## src/rtl/rv_pkg.sv

```systemverilog
// Shared RV32 control/datapath encodings: opcodes, ALU codes, select codes, FSM states.
package rv_pkg;

    localparam int unsigned ALU_W = 4;
    localparam int unsigned SEL_W = 2;

    localparam logic [6:0] OPC_OP     = 7'b0110011;
    localparam logic [6:0] OPC_OPIMM  = 7'b0010011;
    localparam logic [6:0] OPC_LOAD   = 7'b0000011;
    localparam logic [6:0] OPC_STORE  = 7'b0100011;
    localparam logic [6:0] OPC_BRANCH = 7'b1100011;
    localparam logic [6:0] OPC_JAL    = 7'b1101111;

    localparam logic [2:0] F3_BEQ = 3'b000;
    localparam logic [2:0] F3_BNE = 3'b001;
    localparam logic [2:0] F3_W   = 3'b010;
    localparam logic [2:0] F3_SR  = 3'b101;

    localparam logic [ALU_W-1:0] ALU_ADD  = 4'd0;
    localparam logic [ALU_W-1:0] ALU_SUB  = 4'd1;
    localparam logic [ALU_W-1:0] ALU_SLL  = 4'd2;
    localparam logic [ALU_W-1:0] ALU_SLT  = 4'd3;
    localparam logic [ALU_W-1:0] ALU_SLTU = 4'd4;
    localparam logic [ALU_W-1:0] ALU_XOR  = 4'd5;
    localparam logic [ALU_W-1:0] ALU_SRL  = 4'd6;
    localparam logic [ALU_W-1:0] ALU_SRA  = 4'd7;
    localparam logic [ALU_W-1:0] ALU_OR   = 4'd8;
    localparam logic [ALU_W-1:0] ALU_AND  = 4'd9;

    localparam logic PC_PLUS4 = 1'b0;
    localparam logic PC_ALU   = 1'b1;

    localparam logic [SEL_W-1:0] WB_ALUOUT = 2'd0;
    localparam logic [SEL_W-1:0] WB_MDR    = 2'd1;
    localparam logic [SEL_W-1:0] WB_PC     = 2'd2;

    localparam logic [SEL_W-1:0] IMM_L = 2'd0;
    localparam logic [SEL_W-1:0] IMM_S = 2'd1;
    localparam logic [SEL_W-1:0] IMM_B = 2'd2;
    localparam logic [SEL_W-1:0] IMM_J = 2'd3;

    localparam logic [SEL_W-1:0] ALUA_REG = 2'd0;
    localparam logic [SEL_W-1:0] ALUA_PCC = 2'd1;
    localparam logic [SEL_W-1:0] ALUA_OUT = 2'd2;

    localparam logic [SEL_W-1:0] ALUB_REG  = 2'd0;
    localparam logic [SEL_W-1:0] ALUB_IMM  = 2'd1;
    localparam logic [SEL_W-1:0] ALUB_ONES = 2'd2;

    typedef enum logic [2:0] {
        FETCH, DECODE, EXEC, MEM_RD, MEM_WR, WB_ALU, WB_MEM, ILLEGAL
    } state_t;

    // Supported subset; SRAI is rejected because its immediate carries bit 10.
    function automatic logic is_legal(input logic [31:0] ir);
        logic ok;
        case (ir[6:0])
            OPC_OP:              ok = 1'b1;
            OPC_OPIMM:           ok = !(ir[14:12] == F3_SR && ir[30]);
            OPC_LOAD, OPC_STORE: ok = (ir[14:12] == F3_W);
            OPC_BRANCH:          ok = (ir[14:12] == F3_BEQ) || (ir[14:12] == F3_BNE);
            OPC_JAL:             ok = 1'b1;
            default:             ok = 1'b0;
        endcase
        return ok;
    endfunction

endpackage

```

## src/rtl/rv_alu_dec.sv

```systemverilog
// ALU operation decode from funct3; alt (instr[30]) picks SUB/SRA only for register-register ops.
module rv_alu_dec
    import rv_pkg::*;
(
    input  logic [2:0]       funct3,
    input  logic             alt,
    input  logic             is_op,
    output logic [ALU_W-1:0] alusel_c
);

    logic use_alt;

    assign use_alt = alt && is_op;

    always_comb begin
        alusel_c = ALU_ADD;
        case (funct3)
            3'b000:  alusel_c = use_alt ? ALU_SUB : ALU_ADD;
            3'b001:  alusel_c = ALU_SLL;
            3'b010:  alusel_c = ALU_SLT;
            3'b011:  alusel_c = ALU_SLTU;
            3'b100:  alusel_c = ALU_XOR;
            3'b101:  alusel_c = use_alt ? ALU_SRA : ALU_SRL;
            3'b110:  alusel_c = ALU_OR;
            default: alusel_c = ALU_AND;
        endcase
    end

endmodule

```

## src/rtl/rv_ctl.sv

```systemverilog
// Multicycle RV32 control FSM: sequences fetch/decode/exec/mem/write-back and drives
// every datapath select and enable.
module rv_ctl
    import rv_pkg::*;
#(
    parameter int unsigned DPWIDTH = 32
) (
    input  logic               clk,
    input  logic               rst,
    input  logic [DPWIDTH-1:0] instr,
    input  logic               zero,
    input  logic               dmem_ready,
    output logic               pcsourse,
    output logic               pcwrite,
    output logic               pccen,
    output logic               irwrite,
    output logic               regwen,
    output logic               mdrwrite,
    output logic [SEL_W-1:0]   wbsel,
    output logic [SEL_W-1:0]   immsel,
    output logic [SEL_W-1:0]   asel,
    output logic [SEL_W-1:0]   bsel,
    output logic [ALU_W-1:0]   alusel,
    output logic               dmem_wen,
    output logic               illegal,
    output logic               retire
);

    state_t           state;
    state_t           state_next;
    logic [6:0]       opcode;
    logic [2:0]       funct3;
    logic             legal;
    logic             taken;
    logic [ALU_W-1:0] dec_alu;
    logic             unused_bits;

    assign opcode      = instr[6:0];
    assign funct3      = instr[14:12];
    assign legal       = is_legal(instr);
    assign taken       = (funct3 == F3_BEQ && zero) || (funct3 == F3_BNE && !zero);
    assign unused_bits = ^{instr[31], instr[29:15], instr[11:7]};

    rv_alu_dec u_alu_dec (
        .funct3   (funct3),
        .alt      (instr[30]),
        .is_op    (opcode == OPC_OP),
        .alusel_c (dec_alu)
    );

    always_ff @(posedge clk or posedge rst) begin
        if (rst) state <= FETCH;
        else     state <= state_next;
    end

    always_comb begin
        state_next = state;
        case (state)
            FETCH:  state_next = DECODE;
            DECODE: state_next = legal ? EXEC : ILLEGAL;
            EXEC: begin
                case (opcode)
                    OPC_LOAD:  state_next = MEM_RD;
                    OPC_STORE: state_next = MEM_WR;
                    OPC_OP, OPC_OPIMM: state_next = WB_ALU;
                    default:   state_next = FETCH;
                endcase
            end
            MEM_RD:  state_next = dmem_ready ? WB_MEM : MEM_RD;
            MEM_WR:  state_next = dmem_ready ? FETCH : MEM_WR;
            WB_ALU:  state_next = FETCH;
            WB_MEM:  state_next = FETCH;
            ILLEGAL: state_next = ILLEGAL;
            default: state_next = FETCH;
        endcase
    end

    // Defaults make the ALU compute aluout & ~0, so aluout holds in any cycle not overriding them.
    always_comb begin
        pcsourse = PC_PLUS4;
        pcwrite  = 1'b0;
        pccen    = 1'b0;
        irwrite  = 1'b0;
        regwen   = 1'b0;
        mdrwrite = 1'b0;
        dmem_wen = 1'b0;
        illegal  = 1'b0;
        retire   = 1'b0;
        wbsel    = WB_ALUOUT;
        immsel   = IMM_L;
        asel     = ALUA_OUT;
        bsel     = ALUB_ONES;
        alusel   = ALU_AND;
        if (!rst) begin
            case (state)
                FETCH: begin
                    irwrite = 1'b1;
                    pccen   = 1'b1;
                    pcwrite = 1'b1;
                end
                DECODE: begin
                    asel   = ALUA_PCC;
                    bsel   = ALUB_IMM;
                    alusel = ALU_ADD;
                    immsel = (opcode == OPC_JAL) ? IMM_J : IMM_B;
                end
                EXEC: begin
                    case (opcode)
                        OPC_OP: begin
                            asel   = ALUA_REG;
                            bsel   = ALUB_REG;
                            alusel = dec_alu;
                        end
                        OPC_OPIMM: begin
                            asel   = ALUA_REG;
                            bsel   = ALUB_IMM;
                            immsel = IMM_L;
                            alusel = dec_alu;
                        end
                        OPC_LOAD: begin
                            asel   = ALUA_REG;
                            bsel   = ALUB_IMM;
                            immsel = IMM_L;
                            alusel = ALU_ADD;
                        end
                        OPC_STORE: begin
                            asel   = ALUA_REG;
                            bsel   = ALUB_IMM;
                            immsel = IMM_S;
                            alusel = ALU_ADD;
                        end
                        OPC_BRANCH: begin
                            asel   = ALUA_REG;
                            bsel   = ALUB_REG;
                            alusel = ALU_SUB;
                            retire = 1'b1;
                            if (taken) begin
                                pcwrite  = 1'b1;
                                pcsourse = PC_ALU;
                            end
                        end
                        OPC_JAL: begin
                            regwen   = 1'b1;
                            wbsel    = WB_PC;
                            pcwrite  = 1'b1;
                            pcsourse = PC_ALU;
                            retire   = 1'b1;
                        end
                        default: ;
                    endcase
                end
                MEM_RD: mdrwrite = dmem_ready;
                MEM_WR: begin
                    dmem_wen = 1'b1;
                    retire   = dmem_ready;
                end
                WB_ALU: begin
                    regwen = 1'b1;
                    wbsel  = WB_ALUOUT;
                    retire = 1'b1;
                end
                WB_MEM: begin
                    regwen = 1'b1;
                    wbsel  = WB_MDR;
                    retire = 1'b1;
                end
                ILLEGAL: illegal = 1'b1;
                default: ;
            endcase
        end
    end

endmodule

```

## config.mk

```make
export PLATFORM = sky130hd
export DESIGN_NAME = rv_ctl
export DESIGN_NICKNAME = d
export VERILOG_FILES = /design/src/rtl/rv_pkg.sv /design/src/rtl/rv_alu_dec.sv /design/src/rtl/rv_ctl.sv
export SDC_FILE = /design/constraint.sdc
export NUM_CORES = 1
export LEC_CHECK = 0
export ABC_CLOCK_PERIOD_IN_PS = 2600
export CAP_MARGIN = 20
export CORE_ASPECT_RATIO = 0.75
export CORE_UTILIZATION = 33
export CTS_CLUSTER_SIZE = 24
export DETAILED_ROUTE_END_ITERATION = 8
export PLACE_DENSITY = 0.92
export SYNTH_ARGS = -nofsm -noshare
export SYNTH_HDL_FRONTEND = slang
export SYNTH_SLANG_ARGS = --single-unit
```

## constraint.sdc

```tcl
create_clock -name clk -period 2.6 [get_ports clk]
set_input_delay 0.39 -clock clk [delete_from_list [all_inputs] [get_ports clk]]
set_output_delay 0.39 -clock clk [all_outputs]
set_load 0.05 [all_outputs]
```

# After elaboration in Yosys (flattened, before gate mapping)
# Index checks and enable logic that the tools add are counted.
totals:
  ff_bits: 3
  input_bits: 36
  out_inout_bits: 21
classes:
  n_reduce_logical: 18
  eq_ne: 19
  n_mux: 45
ops:
  columns: ["cell", "count"]
  rows:
  - ["case mux 4 bit (7 select lines)", 1]
  - ["equality test 3 bit (second input constant)", 7]
  - ["case mux 3 bit (7 select lines)", 1]
  - ["2-to-1 mux 1 bit", 20]
  - ["case mux 2 bit (2 select lines)", 5]
  - ["equality test 7 x 6 -> 1 bit (second input constant)", 2]
  - ["equality test 7 bit (second input constant)", 2]
  - ["equality test 3 x 2 -> 1 bit (second input constant)", 4]
  - ["2-to-1 mux 2 bit", 6]
  - ["case mux 4 bit (3 select lines)", 1]
  - ["OR reduction 2 bit", 6]
  - ["2-to-1 mux 3 bit", 3]
  - ["case mux 3 bit (3 select lines)", 1]
  - ["case mux 4 bit (2 select lines)", 1]
  - ["equality test 7 x 2 -> 1 bit (second input constant)", 1]
  - ["equality test 7 x 5 -> 1 bit (second input constant)", 1]
  - ["equality test 3 x 1 -> 1 bit (second input constant)", 2]
  - ["zero test 3 bit", 2]
  - ["case mux 1 bit (2 select lines)", 3]
  - ["OR reduction 5 bit", 1]
  - ["logical AND 1 bit", 4]
  - ["2-to-1 mux 4 bit", 1]
  - ["case mux 1 bit (4 select lines)", 1]
  - ["case mux 1 bit (3 select lines)", 1]
  - ["3 further kinds", 5]

# Logic depth before layout (Yosys ltp)
# Gate-level depths: netlist of run 1.
depth:
  depth_word: 7
  ltp_mapped: 6
  depth_no_buf: 5

# Hierarchy
# A second synthesis of run 1 with hierarchy kept.
unflattened:
  cells_unflattened: 96
  area_unflattened_um2: 636.9
by_module_without_submodules:
  columns: ["module", "area_each_um2", "cells_per_inst", "instances"]
  rows:
  - ["rv_ctl", 564.3, 86, 1]
  - ["rv_alu_dec", 72.6, 10, 1]

# Worst setup path before layout of run 1
# OpenSTA, ideal clock, no wires.
synth_path:
  path_kind: "reg2out"
  from: "reg state[2]"
  to: "out pccen"
  required_ns: 2.210
  arrival_ns: 2.641
  setup_slack_ns: -0.431
  path_stages_with_launch: 4
  n_path_buf: 2
  path_cell_list: "dfrtp_1 > clkbuf_1 > nor4_1 > buf_4"
synth_via:
  elab_chain_cells: 3
synth_rtl:
  columns: ["item", "line_no", "text"]
  rows:
  - ["from (decl)", "rv_ctl.sv:29", "state_t state;"]
  - ["from (signal assigned)", "rv_ctl.sv:53", "else state <= state_next;"]
  - ["zero test 3 bit", null, null]
  - ["2-to-1 mux 1 bit (2 in series)", null, null]
  - ["to (decl)", "rv_ctl.sv:15", "output logic pccen,"]
# No other way between the ends.

# Final worst setup path of run 1
layout_path:
  from: "in instr[6]"
  to: "out alusel[3]"
layout_via:
  elab_chain_cells: 5
layout_rtl:
  columns: ["item", "line_no", "text"]
  rows:
  - ["from (decl)", "rv_ctl.sv:10", "input logic [DPWIDTH-1:0] instr,"]
  - ["equality test 7 x 6 -> 1 bit, or another cell as far along", "rv_ctl.sv:108", "case (opcode)"]
  - ["OR reduction 2 bit (no source line)", null, null]
  - ["case mux 4 bit (3 select lines) *", "rv_ctl.sv:108", null]
  - ["case mux 4 bit (2 select lines) *", "rv_ctl.sv:95", "case (state)"]
  - ["2-to-1 mux 4 bit *", "rv_ctl.sv:94", "if (!rst) begin"]
  - ["to (decl)", "rv_ctl.sv:23", "output logic [ALU_W-1:0] alusel,"]
# Mark *: on every way between the ends. The rest lies on a longest branch, timed or not.

==> flow_summary.json, run 1 <==
{
  "crit_family": "buffers and inverters",
  "peakVddDrop_v": 0.000638,
  "largest_register_ffs": 3,
  "area_delta_synth_final_pct": 116,
  "track_usage_pct": 26.6,
  "ys_seq_elements": 3,
  "stdcell_area_mm2": 0.00135,
  "synth_top_area_share_pct": 12.0,
  "cts_hold_buf": 0,
  "ys.flop_type": "dfrtp_1",
  "initial_utilization_pct": 35.7,
  "async_reset_ff_share_pct": 100,
  "crit_slowest_cell": "or4_4",
  "power_mw": 1.08,
  "core.rowCount": 13,
  "crit_buf_inv": 2,
  "rr_startpoint": "state[0]$_DFF_PP0_",
  "hold_path_class": "input port to async pin",
  "synth_top_cell_by_area": "dfrtp_1",
  "cp.arrival_ns": 2.12,
  "die_w_um": 52.3,
  "drtPass1Iterations": 4,
  "tightest_slew_ns": 0.543,
  "syn-num-nets": 125,
  "cts_tree": "done",
  "cap_violations": 0,
  "antenna_found_initial": 0,
  "slowest_delay_ns": 0.55,
  "syn_inst": 89,
  "p_leak_nw": 0.584,
  "synth_xor_area_share_pct": 2.79,
  "antenna_left": 0,
  "setup_viol": 0,
  "post-route-min-period_ns": 2.51,
  "clkTransAtPathRegs_ns": 0.04,
  "slew_viol_final": 0,
  "portBuffers": 35,
  "dp_hpwl_um": 2080,
  "htreeDepth": 1,
  "pin_count": 57,
  "fmax_ghz": 0.399,
  "synthMuxAreaShare_pct": 1.80,
  "core-area_mm2": 0.00176,
  "top_register": "state",
  "critPathCaptureType": "primary output",
  "gp_congestion": 0.866,
  "layout-drive-gt1-share_pct": 39.6,
  "avgRoutedWirePerCell_um": 17.7,
  "synth_compound_area_share_pct": 28.5,
  "vias": 967,
  "yosys.cell_types.count": 42,
  "antenna_cells": 0,
  "grt_pass1_vias": 839,
  "vias_per_cell": 6.20,
  "yosys.area_share.simple_pct": 45.9,
  "cp-start-kind": "input port",
  "p_per_area_mw_per_mm2": 801,
  "reg_top3": "state (3)",
  "seqCellArea_um2": 76.3,
  "clock_sinks": 3,
  "overflow": 0,
  "synthAdderAreaFrac_pct": 0,
  "cts-root-buf": "clkbuf_4",
  "cts_made_buffers": 3,
  "netlist_top_cells_count": "nand2_1 (7), nor2_1 (7), clkbuf_1 (6), nand3_1 (6), a21oi_1 (5)",
  "syn-mean-instance-area_um2": 7.04,
  "drt-total-wl_um": 2770,
  "synth_edf_count": 0,
  "dr.first_iter.drc_count": 88,
  "grt_pass1_wl_um": 3930,
  "clk_latency_ns": 0.23,
  "drc_errors": 0,
  "clock_path_buffers": 2,
  "n_fill_cell": 109,
  "period_share_pct": 96.4,
  "die_y_um": 39.7,
  "cp_max_fo": 5,
  "final.setup_skew_ns": 0.00121,
  "fin_nets": 171,
  "worstSetupPathType": "input port to primary output",
  "synth_top_family_by_area": "simple AND/OR/NAND/NOR gates",
  "cp.required_ns": 2.21,
  "multi_input_area_um2": 536,
  "yosysSeqAreaShare_pct": 12.0,
  "grt_max_degree": 17,
  "status": "finished clean",
  "startpoint": "instr[6]",
  "max_slew_margin_pct": 63.5,
  "die_area_mm2": 0.00208,
  "placed_cell_area_mm2": 0.00127,
  "hold_violations": 0,
  "path_cells": "clkdlybuf4s50_1 -> or4_4 -> nand3_1 -> o211ai_1 -> a41o_1 -> buf_4",
  "yosys_warnings": 0,
  "syn_area_um2": 627,
  "yosys-top-cells-area": "dfrtp_1 (12%), nand3_1 (4.8%), o211ai_1 (4.8%)"
}
-- power breakdown --
group,internal (mW),switching [mW],leakage (nW)
Sequential,0.0712,0.0992,0.0357
Combinational,0.379,0.454,0.533
Clock,0.0575,0.0234,0.0150
Total,0.508,0.577,0.584
-- final cells by class --
cell class | count | area share, %
clock buffers | 4 | 1.94
flip-flops and latches | 3 | 5.64
well taps | 22 | 2.03
multi-input cells | 75 | 39.6
repair buffers | 50 | 50.3
inverters | 2 | 0.555
-- per-layer routing --
layer  vias up  track usage (%)  part of all wire (%)
li1        430                -                     -
met1       456             33.1                    43
met2        66             46.2                    49
met3        15             3.10                   5.1
met4         0             11.8                   3.4
met5         -                0                     0
-- worst register-to-register path: stages, from the launching register on --
cell      delay [ns]
dfrtp_1         0.63
nor3b_1         0.33
buf_4           0.18
o311ai_0        0.12
or3_1           0.41
nand3_1         0.10
-- logic make-up after synthesis --
logic type,count (synthesis)
buffers and inverters,11
and+or+nand+nor,48
xor gates and xnor gates,2
AOI/OAI and AO/OA,24
DFF,3
muxes,1
-- repair_timing --
item	in CTS	in global routing
buffers inserted	0	2
gates resized for setup	0	12
setup endpoints to repair	0	5
-- worst paths after layout --
check | to | slack (ns) | cells past startpoint
setup reg to reg | state[0]$_DFF_PP0_ | 0.75 | 5
max in group asynchronous | state[1]$_DFF_PP0_ | 1.85 | 3
min in group clk | state[2]$_DFF_PP0_ | 0.68 | 4
hold / removal | state[2]$_DFF_PP0_ | 0.63 | 3
setup / recovery | alusel[3] | 0.09 | 6
hold reg to reg | state[0]$_DFF_PP0_ | 0.82 | 3
-- cell usage in the layout, fill, tap and decap left out, drive strengths merged, types with 2 or more instances in the layout --
cell	count
nand3	6
clkbuf	5
a21oi	6
nor2	7
xor2	2
o21ai	3
nor4	2
o211ai	4
inv	2
dlymetal6s2s	6
dfrtp	3
nand2	8
nand4	2
nand2b	2
and2	2
nor3	4
nor2b	2
nand3b	3
buf	35
and3	2
nor3b	2
clkdlybuf4s50	8
-- through the flow --
stage                     cells   TNS (ns)  setup WS [ns]  util [%]  hold slack (ns)
final                       156          0         0.0943      77.1            0.629
after global placement      150          0         0.0271      72.6            0.791
after detailed placement    150          0         0.0157      72.6            0.810
after CTS                   154          0        0.00876      74.1            0.611
after floorplan              89          0        0.00329         -            0.443
after global routing        156  -0.000814      -0.000814      77.1            0.636
Power figures use the tool's default switching activity.
==> run 2: changes to the inputs <==
--- a/config.mk
+++ b/config.mk
@@ -7,11 +7,12 @@
 export LEC_CHECK = 0
 export ABC_CLOCK_PERIOD_IN_PS = 2600
 export CAP_MARGIN = 20
-export CORE_ASPECT_RATIO = 0.75
-export CORE_UTILIZATION = 33
+export CORE_AREA = 2 2 39 41
 export CTS_CLUSTER_SIZE = 24
 export DETAILED_ROUTE_END_ITERATION = 8
-export PLACE_DENSITY = 0.92
+export DIE_AREA = 0 0 41 43
+export DONT_BUFFER_PORTS = 1
+export PLACE_DENSITY = 0.69
 export SYNTH_ARGS = -nofsm -noshare
 export SYNTH_HDL_FRONTEND = slang
 export SYNTH_SLANG_ARGS = --single-unit
==> run 2 against run 1 <==
Flip-flop and latch count is the same. Clock power grew 0.6%. First-iteration DRC count shrank 89%. Via count shrank 22%. Non-clock buffer count shrank 28. Critical path depth shrank 2. Clock skew grew 0.0034 ns. Combinational power shrank 19%. Design area shrank 36%.
==> flow_summary.json, run 2 (synthesis results as in run 1) <==
{
  "status": "finished clean",
  "top_register": "state",
  "grt_pass1_wl_um": 2790,
  "die_area_mm2": 0.00176,
  "vias_per_cell": 6.16,
  "core-area_mm2": 0.00138,
  "cts_made_buffers": 3,
  "layout-drive-gt1-share_pct": 32.1,
  "vias": 751,
  "critPathCaptureType": "primary output",
  "overflow": 0,
  "cp-start-kind": "flip-flop",
  "hold_path_class": "input port to flip-flop",
  "rsz0062_at_grt": "false",
  "track_usage_pct": 22.4,
  "stdcell_area_um2": 867,
  "worstSetupPathType": "flip-flop to primary output",
  "initial_utilization_pct": 45.3,
  "reg_top3": "state (3)",
  "drt-total-wl_um": 1780,
  "route.met3.wl_um": 180,
  "slowest_delay_ns": 0.57,
  "avgRoutedWirePerCell_um": 14.6,
  "crit_buf_inv": 1,
  "largest_register_ffs": 3,
  "cts_hold_buf": 1,
  "setup_slack_ns": 0.293,
  "clkTransAtPathRegs_ns": 0.04,
  "fin_nets": 143,
  "antenna_cells": 0,
  "cap_violations": 0,
  "cts_tree": "done",
  "grt_max_degree": 17,
  "gp_congestion": 0.832,
  "top_layer": "met3",
  "die_y_um": 43,
  "p_per_area_mw_per_mm2": 1010,
  "pin_count": 57,
  "clk_latency_ns": 0.23,
  "postCtsSetupRepairBufs": 0,
  "wl_met2_um": 855,
  "p_leak_nw": 0.348,
  "tightest_slew_ns": 0.542,
  "portBuffers": 0,
  "fmax_ghz": 0.433,
  "peakVddDrop_v": 0.000492,
  "clock_sinks": 3,
  "final.setup_skew_ns": 0.00463,
  "hold_violations": 0,
  "cp.arrival_ns": 1.92,
  "layout_common_cells": "buf_4 (18), nor2_1 (7), nand2_1 (7), nand3_1 (6), a21oi_1 (5)",
  "htreeDepth": 1,
  "setup_tns_ns": 0,
  "setup_viol": 0,
  "dr.first_iter.drc_count": 10,
  "post-route-min-period_ns": 2.31,
  "antenna_left": 0,
  "m1WireLength_um": 747,
  "drc_errors": 0,
  "max_slew_margin_pct": 63.9,
  "crit_slowest_cell": "dfrtp_1",
  "grt_pass1_vias": 688,
  "power_uw": 874,
  "slew_viol_final": 0,
  "pre_cts_ws_ns": 0.437,
  "core.rowCount": 14,
  "final_common_cell": "buf_4",
  "area_delta_synth_final_pct": 38.3,
  "crit_family": "simple AND/OR/NAND/NOR gates",
  "antenna_found_initial": 0,
  "post-route-util_pct": 62.7,
  "cts-root-buf": "clkbuf_4",
  "period_share_pct": 88.7,
  "cp.required_ns": 2.21,
  "clock_path_buffers": 2,
  "cts_resized": 0,
  "drtPass1Iterations": 4,
  "placed_cell_area_um2": 831,
  "path_cells": "nor3b_1 -> and2_1 -> a22o_1 -> buf_12",
  "cp_max_fo": 16,
  "die_w_um": 41,
  "dp_hpwl_um": 1380
}
==> run 2: changes by cell type in the layout (fill, tap and decap cells not counted), moves of 2 or more <==
cell	delta
buf_12	-16
clkdlybuf4s50_1	-8
dlymetal6s2s_1	-6
buf_4	+2
nor4_2	-2
==> run 2: routing by layer <==
metal / vias to the layer above / GRT usage [%]
li1: 374 / -
met5: - / 0
met1: 332 / 27.3
met4: 0 / 5.33
met2: 45 / 37.5
met3: 0 / 5.24
==> run 2: area by class of cell <==
| type | count | area, um^2 |
|---|---|---|
| sequential | 3 | 75.1 |
| timing repair buffer | 22 | 205 |
| tap | 16 | 20.0 |
| multi-input combinational | 75 | 533 |
| fill | 132 | 517 |
| clock buffer | 4 | 26.3 |
| inverter | 2 | 7.51 |
==> run 2: power breakdown <==
part	switching, mW	leakage [nW]	internal [mW]
Sequential	0.0489	0.0369	0.0704
Clock	0.0239	0.0150	0.0575
Combinational	0.436	0.297	0.237
Total	0.509	0.348	0.365
==> run 2: final timing paths <==
check	start	endpoint	slack, ns	depth (start not counted)
max	state[1]$_DFF_PP0_	immsel[0]	0.29	4
min	instr[4]	state[0]$_DFF_PP0_	0.36	2
max reg2reg	state[1]$_DFF_PP0_	state[2]$_DFF_PP0_	0.82	4
min reg2reg	state[2]$_DFF_PP0_	state[1]$_DFF_PP0_	0.71	2
max in group asynchronous	rst	state[2]$_DFF_PP0_	1.87	2
min in group asynchronous	rst	state[1]$_DFF_PP0_	0.53	2
==> run 2: through the flow <==
| step | instances | hold WS, ns |
|---|---|---|
| floorplan | 89 | 0.443 |
| global placement | 117 | 0.197 |
| detailed placement | 117 | 0.201 |
| CTS | 122 | 0.352 |
| global route | 122 | 0.390 |
| finish | 122 | 0.359 |
